### config.mk
export PLATFORM = sky130hd
export DESIGN_NAME = fp_conv_sched
export DESIGN_NICKNAME = d
export VERILOG_FILES = /design/src/rtl/fp_conv_sched.sv
export SDC_FILE = /design/constraint.sdc
export NUM_CORES = 1
export LEC_CHECK = 0
export CORE_MARGIN = 5
export CORE_UTILIZATION = 43
export DETAILED_ROUTE_END_ITERATION = 6
export PLACE_DENSITY = 0.78
export RECOVER_POWER = 50
export SETUP_SLACK_MARGIN = 0.2
export SLEW_MARGIN = 20
export SYNTH_ARGS = -nofsm -noshare
export SYNTH_HDL_FRONTEND = slang
export SYNTH_SLANG_ARGS = --single-unit
### constraint.sdc
create_clock -name clk -period 2.2 [get_ports clk]
set_clock_uncertainty 0.15 [all_clocks]
set_input_delay 0.22 -clock clk [delete_from_list [all_inputs] [get_ports clk]]
set_output_delay 0.22 -clock clk [all_outputs]
set_load 0.03 [all_outputs]
### src/rtl/fp_conv_sched.sv
// Round-robin scheduler sharing one external bi_to_float converter between two
// requesters; results come back tagged with the requester ID.
module fp_conv_sched #(
    parameter int CONV_LAT = 1
) (
    input  logic        clk,
    input  logic        rst_n,
    input  logic        req0_valid,
    input  logic [11:0] req0_data,
    output logic        req0_ready,
    input  logic        req1_valid,
    input  logic [11:0] req1_data,
    output logic        req1_ready,
    output logic [11:0] conv_bi,
    input  logic [7:0]  conv_ft,
    output logic        out_valid,
    output logic [7:0]  out_ft,
    output logic        out_id,
    input  logic        out_ready,
    output logic        busy,
    output logic [15:0] conv_count
);

    typedef enum logic [1:0] {IDLE, CONV, OUT} state_t;

    localparam logic [3:0] LAT_M1 = 4'(CONV_LAT - 1);

    state_t      state_q, state_d;
    logic        last_grant_q, last_grant_d;
    logic [3:0]  wait_q, wait_d;
    logic [11:0] conv_bi_q, conv_bi_d;
    logic [7:0]  out_ft_q, out_ft_d;
    logic        out_id_q, out_id_d;
    logic [15:0] conv_count_q, conv_count_d;
    logic        grant0, grant1;

    // Under contention the requester that did not win last time goes first.
    assign grant0 = req0_valid && (!req1_valid || last_grant_q);
    assign grant1 = req1_valid && (!req0_valid || !last_grant_q);

    always_ff @(posedge clk or negedge rst_n) begin
        if (!rst_n) begin
            state_q      <= IDLE;
            last_grant_q <= 1'b1;
            wait_q       <= 4'd0;
            conv_bi_q    <= 12'h000;
            out_ft_q     <= 8'h00;
            out_id_q     <= 1'b0;
            conv_count_q <= 16'h0000;
        end else begin
            state_q      <= state_d;
            last_grant_q <= last_grant_d;
            wait_q       <= wait_d;
            conv_bi_q    <= conv_bi_d;
            out_ft_q     <= out_ft_d;
            out_id_q     <= out_id_d;
            conv_count_q <= conv_count_d;
        end
    end

    always_comb begin
        state_d      = state_q;
        last_grant_d = last_grant_q;
        wait_d       = wait_q;
        conv_bi_d    = conv_bi_q;
        out_ft_d     = out_ft_q;
        out_id_d     = out_id_q;
        conv_count_d = conv_count_q;
        case (state_q)
            IDLE: begin
                if (grant0 || grant1) begin
                    state_d      = CONV;
                    conv_bi_d    = grant0 ? req0_data : req1_data;
                    out_id_d     = grant1;
                    last_grant_d = grant1;
                    wait_d       = LAT_M1;
                end
            end
            CONV: begin
                if (wait_q == 4'd0) begin
                    out_ft_d = conv_ft;
                    state_d  = OUT;
                end else begin
                    wait_d = wait_q - 4'd1;
                end
            end
            OUT: begin
                if (out_ready) begin
                    conv_count_d = conv_count_q + 16'd1;
                    state_d      = IDLE;
                end
            end
            default: state_d = IDLE;
        endcase
    end

    always_comb begin
        req0_ready = (state_q == IDLE) && grant0;
        req1_ready = (state_q == IDLE) && grant1;
        out_valid  = (state_q == OUT);
        busy       = (state_q != IDLE);
    end

    assign conv_bi    = conv_bi_q;
    assign out_ft     = out_ft_q;
    assign out_id     = out_id_q;
    assign conv_count = conv_count_q;

endmodule

Yosys cells after proc, flatten, opt, wreduce, memory -nomap -nowiden

Index checks and enable logic that the tools add are counted.

Flip-flop bits (word level): 44
Bits in latches: 0
RAM bits: 0
Bits in read-only memories: 0
Input bits: 37
Output and inout bits: 41
Memories: 0

Add/subtract/negate cells: 2
Multipliers: 0
Div/mod/pow operators: 0
$lt $le $gt $ge: 0
Eq/ne operators: 6
Shift operators: 0
Mux-type cells: 8
Bitwise operators: 0
Reduce and logical (&&, ||, !) cells: 19

Operators by type and width:

| kind                                                 | count |
|---|---|
| adder 16 x 1 -> 16 bit (second input constant)       | 1 |
| 2-to-1 mux 12 bit                                    | 1 |
| 2-to-1 mux 4 bit                                     | 2 |
| one-hot mux 4 bit (2 select lines)                   | 1 |
| 2-to-1 mux 2 bit                                     | 3 |
| != test 2 bit (second input constant)                | 3 |
| one-hot mux 2 bit (3 select lines)                   | 1 |
| AND reduction 2 bit                                  | 3 |
| AND reduction 3 bit                                  | 2 |
| logical AND 1 bit                                    | 4 |
| logical NOT 4 bit                                    | 1 |
| nonzero test 2 bit                                   | 2 |
| subtractor 4 x 1 -> 4 bit (second input constant)    | 1 |
| logical NOT 1 bit                                    | 3 |
| logical OR 1 bit                                     | 3 |
| equality test 2 x 1 -> 1 bit (second input constant) | 1 |
| equality test 2 bit (second input constant)          | 1 |
| logical NOT 2 bit                                    | 1 |
| != test 2 x 1 -> 1 bit (second input constant)       | 1 |

Longest topological paths before layout

Depth in word-level cells: 6
Depth in mapped cells: 6

Worst setup path after synthesis

OpenSTA, ideal clock, no wires.

Kind: reg-to-output
Start point: register state_q[0]
End point: output port req1_ready
Data arrival time: 1.666 ns
Data required time: 1.830 ns
Path slack: 0.164 ns
Stages on the path, launching flop included: 5
Cell sequence: dfrtp_1 > buf_2 > nor2_2 > inv_1 > a211oi_1

Word-level cells in the longest chain between the ends: 2

RTL lines:

| element                | line | text |
|---|---|---|
| start, declared        | 28   | `state_t state_q, state_d;` |
| start signal, assigned | 51   | `state_q <= state_d;` |
| logical NOT 2 bit      | 99   | `req1_ready = (state_q == IDLE) && grant1;` |
| logical AND 1 bit      | 99   |  |
| end, declared          | 13   | `output logic req1_ready,` |

No other way between the ends.

Final worst setup path

Start point: register state_q[0]
End point: output port req0_ready

Word-level cells in the longest chain between the ends: 2

RTL lines:

| element           | line | text |
|---|---|---|
| logical NOT 2 bit | 98   | `req0_ready = (state_q == IDLE) && grant0;` |
| logical AND 1 bit | 98   |  |
| end, declared     | 10   | `output logic req0_ready,` |

No other way between the ends.

==> flow_metrics.tcl <==
set metrics [dict create \
    status "completed" \
    final-max-slew-violation-count 0 \
    layout_common_cells "clkdlybuf4s50_1, dfrtp_1, nand2_1" \
    r2r_end "out_ft[1]$_DFFE_PN0P_" \
    syn2layout_area_growth_pct 47.4 \
    sequentialPowerShare_pct 36.9 \
    io_buffers 77 \
    post-route-util_pct 66.2 \
    cts_tree "done" \
    grt_pass1_vias 1552 \
    async_flop_share_pct 100 \
    synth_edf_count 0 \
    cp_common_cell "nor2_1" \
    pin_count 78 \
    hold_violations 0 \
    reg2reg_slack_ns 0.35 \
    hold_path_depth 1 \
    ys_warn_count 0 \
    place_area_um2 2840 \
    htree_levels 2 \
    clk_path_buf_depth 2 \
    endpoint_kind "primary output" \
    cap_violations 0 \
    ys_types 29 \
    grt_overflow 0 \
    worst-path-buf-inv 2 \
    drt-pass1-iter-count 4 \
    fmax_mhz 525 \
    fin_crit_ns 1.91 \
    die-area_um2 6070 \
    ant_nets 0 \
    worstHoldStart "conv_count[15]$_DFFE_PN0P_" \
    rsz0062_at_grt "yes" \
    vias 1552 \
    worstHoldPathType "reg -> reg" \
    power_density_nw_per_um2 1200 \
    die_h_um 77.9 \
    fp.dieW_um 77.9 \
    path_delay_family "buffers and inverters" \
    setup_viol 0 \
    diodes 0 \
    path_clk_slew_ns 0.08 \
    numCtsBuffers 5 \
    synthFlopType "dfrtp_1" \
    p_sw_share_pct 39.9 \
    rr_worst_depth 5 \
    p_switching_mw 1.40 \
    crit_fanout 8 \
    postCtsSetupRepairBufs 0 \
    required_ns 1.83 \
    core_um2 4410 \
    syn_area_um2 1980 \
    num_rows 24 \
    crit_type "reg -> out" \
    syn_nets 209 \
    root_buffer "clkbuf_8" \
    dp_hpwl_mm 3.34 \
    drt_iter0_markers 55 \
    routabilityCongestion 0.768 \
    grt_max_degree 36 \
    antenna_found_initial 0 \
    period_share_pct 86.6 \
    cp_slowest_cell "dfrtp_1" \
    wl_per_cell_um 14.1 \
    layout-drive-gt1-share_pct 11.6 \
    comb_power_share_pct 48.3 \
    fillCellCount 355 \
    insertion_delay_ns 0.29 \
    wl_mm 4.38 \
    grt_usage_pct 15.2 \
    max_stage_delay_ns 0.47 \
    clock_sinks 44 \
    relSlewSlack_pct 44.3 \
    finish.instance_area_um2 2920 \
    drcViolationCount 0 \
    reg2reg_from "wait_q[0]$_DFFE_PN0P_" \
    pwr-share-clk_pct 14.7 \
    p_leak_nw 1.31 \
    worst_pin_slew_ns 0.836 \
    avgViaCountPerCell 5.01 \
    synth_cells 169 \
    syn-mean-instance-area_um2 11.7 \
    grt_pass1_wl_mm 7.43 \
    start_kind "flop" \
    ys_seq_elements 44 \
    cp.arrival_ns 1.54 \
    initial_core_util_pct 44.9 \
    nNetsFinal 297 \
    vdd_drop_max_mv 0.626 \
    fin_setup_tns_ns 0 \
    p_int_mw 2.11 \
    holdPathEnd "conv_count[15]$_DFFE_PN0P_" \
    final_common_cell "clkdlybuf4s50_1" \
    crit_chain "nor2_1, inv_1, nor2_1, clkdlybuf4s15_1" \
    yosysSeqAreaShare_pct 55.6 \
]
==> cell usage after synthesis, types with 2 or more instances <==
library cell,number,area (um^2)
o21ai_0,16,80.1
and4_1,2,17.5
nor3_4,2,32.5
nand2_1,21,78.8
nand4_1,5,31.3
nor3_1,3,15.0
o21ai_2,2,17.5
a21oi_1,3,15.0
nand3_1,5,25.0
ha_1,3,37.5
mux2_2,9,101
nand3b_2,2,22.5
nand2b_1,3,18.8
xnor2_1,13,114
mux2i_1,14,140
inv_1,6,22.5
buf_2,2,10.0
dfrtp_1,43,1080
nor2_1,4,15.0
xor2_1,2,17.5
==> sequential cells by signal, indices dropped and copies added (netlist names) <==
signal / flops
conv_bi: 12
conv_count: 16
last_grant_q: 1
out_ft: 8
out_id: 1
state_q: 2
wait_q: 4
==> per-stage QoR <==
| step | power, mW | setup slack [ns] | std cells | hold slack [ns] |
|---|---|---|---|---|
| finish | 3.51 | 0.295 | 310 | 0.319 |
| global route | 3.75 | 0.200 | 310 | 0.334 |
| CTS | 3.58 | 0.261 | 310 | 0.329 |
| detailed placement | 3.06 | 0.196 | 301 | 0.180 |
| global placement | 3.03 | 0.238 | 301 | 0.187 |
| floorplan | 2.34 | 0.444 | 169 | -0.226 |
==> kinds of logic after synthesis <==
logic type	count (synthesis)	synth area share, %
simple gates	50	14.3
flops	44	55.6
compound gates	24	7.01
mux	23	12.2
xor+xnor	15	6.63
buf+inv	10	2.40
fa+ha+maj	3	1.89
==> layout make-up <==
type | count | area, um^2 | share of cell area [%]
Sequential cell | 44 | 1100 | 37.7
Multi-Input combinational cell | 115 | 827 | 28.3
Timing Repair Buffer | 85 | 811 | 27.8
Clock buffer | 7 | 86.3 | 2.96
Tap cell | 52 | 65.1 | 2.23
Inverter | 6 | 22.5 | 0.771
Clock inverter | 1 | 7.51 | 0.257
==> power groups by stage <==
stage | Clock, mW | Sequential [mW] | Combinational (mW)
final | 0.517 | 1.30 | 1.70
after detailed placement | 0 | 1.31 | 1.75
after CTS | 0.532 | 1.30 | 1.75
after floorplan | 0 | 1.71 | 0.628
after global placement | 0 | 1.30 | 1.73
after global routing | 0.574 | 1.34 | 1.84
==> worst max-delay path by stage <==
stage / startpoint / end / slack, ns / cells past startpoint
after floorplan: state_q[0]$_DFFE_PN0P_ / req1_ready / 0.44 / 4
after global placement: req1_valid / req0_ready / 0.24 / 5
after detailed placement: req1_valid / req0_ready / 0.20 / 5
after CTS: state_q[1]$_DFFE_PN0P_ / req0_ready / 0.26 / 4
after global routing: state_q[1]$_DFFE_PN0P_ / req0_ready / 0.20 / 4
final: state_q[0]$_DFFE_PN0P_ / req0_ready / 0.29 / 4
==> metal layers <==
metal | share of wire, % | GRT usage, % | vias to the layer above
li1 | - | - | 765
met1 | 44 | 19.6 | 735
met2 | 47 | 23.5 | 45
met3 | 7.5 | 5.44 | 7
met4 | 1.6 | 6.08 | 0
met5 | 0 | 0 | -
==> repair_timing <==
item / in CTS / in global routing
hold buffers: 1 / 0
gates cloned: 0 / 0
setup endpoints to repair: 3 / 2
endpoints found under the hold margin: 32 / 0
gates resized for setup: 3 / 2
No activity file was read; power rests on OpenSTA's default activity.
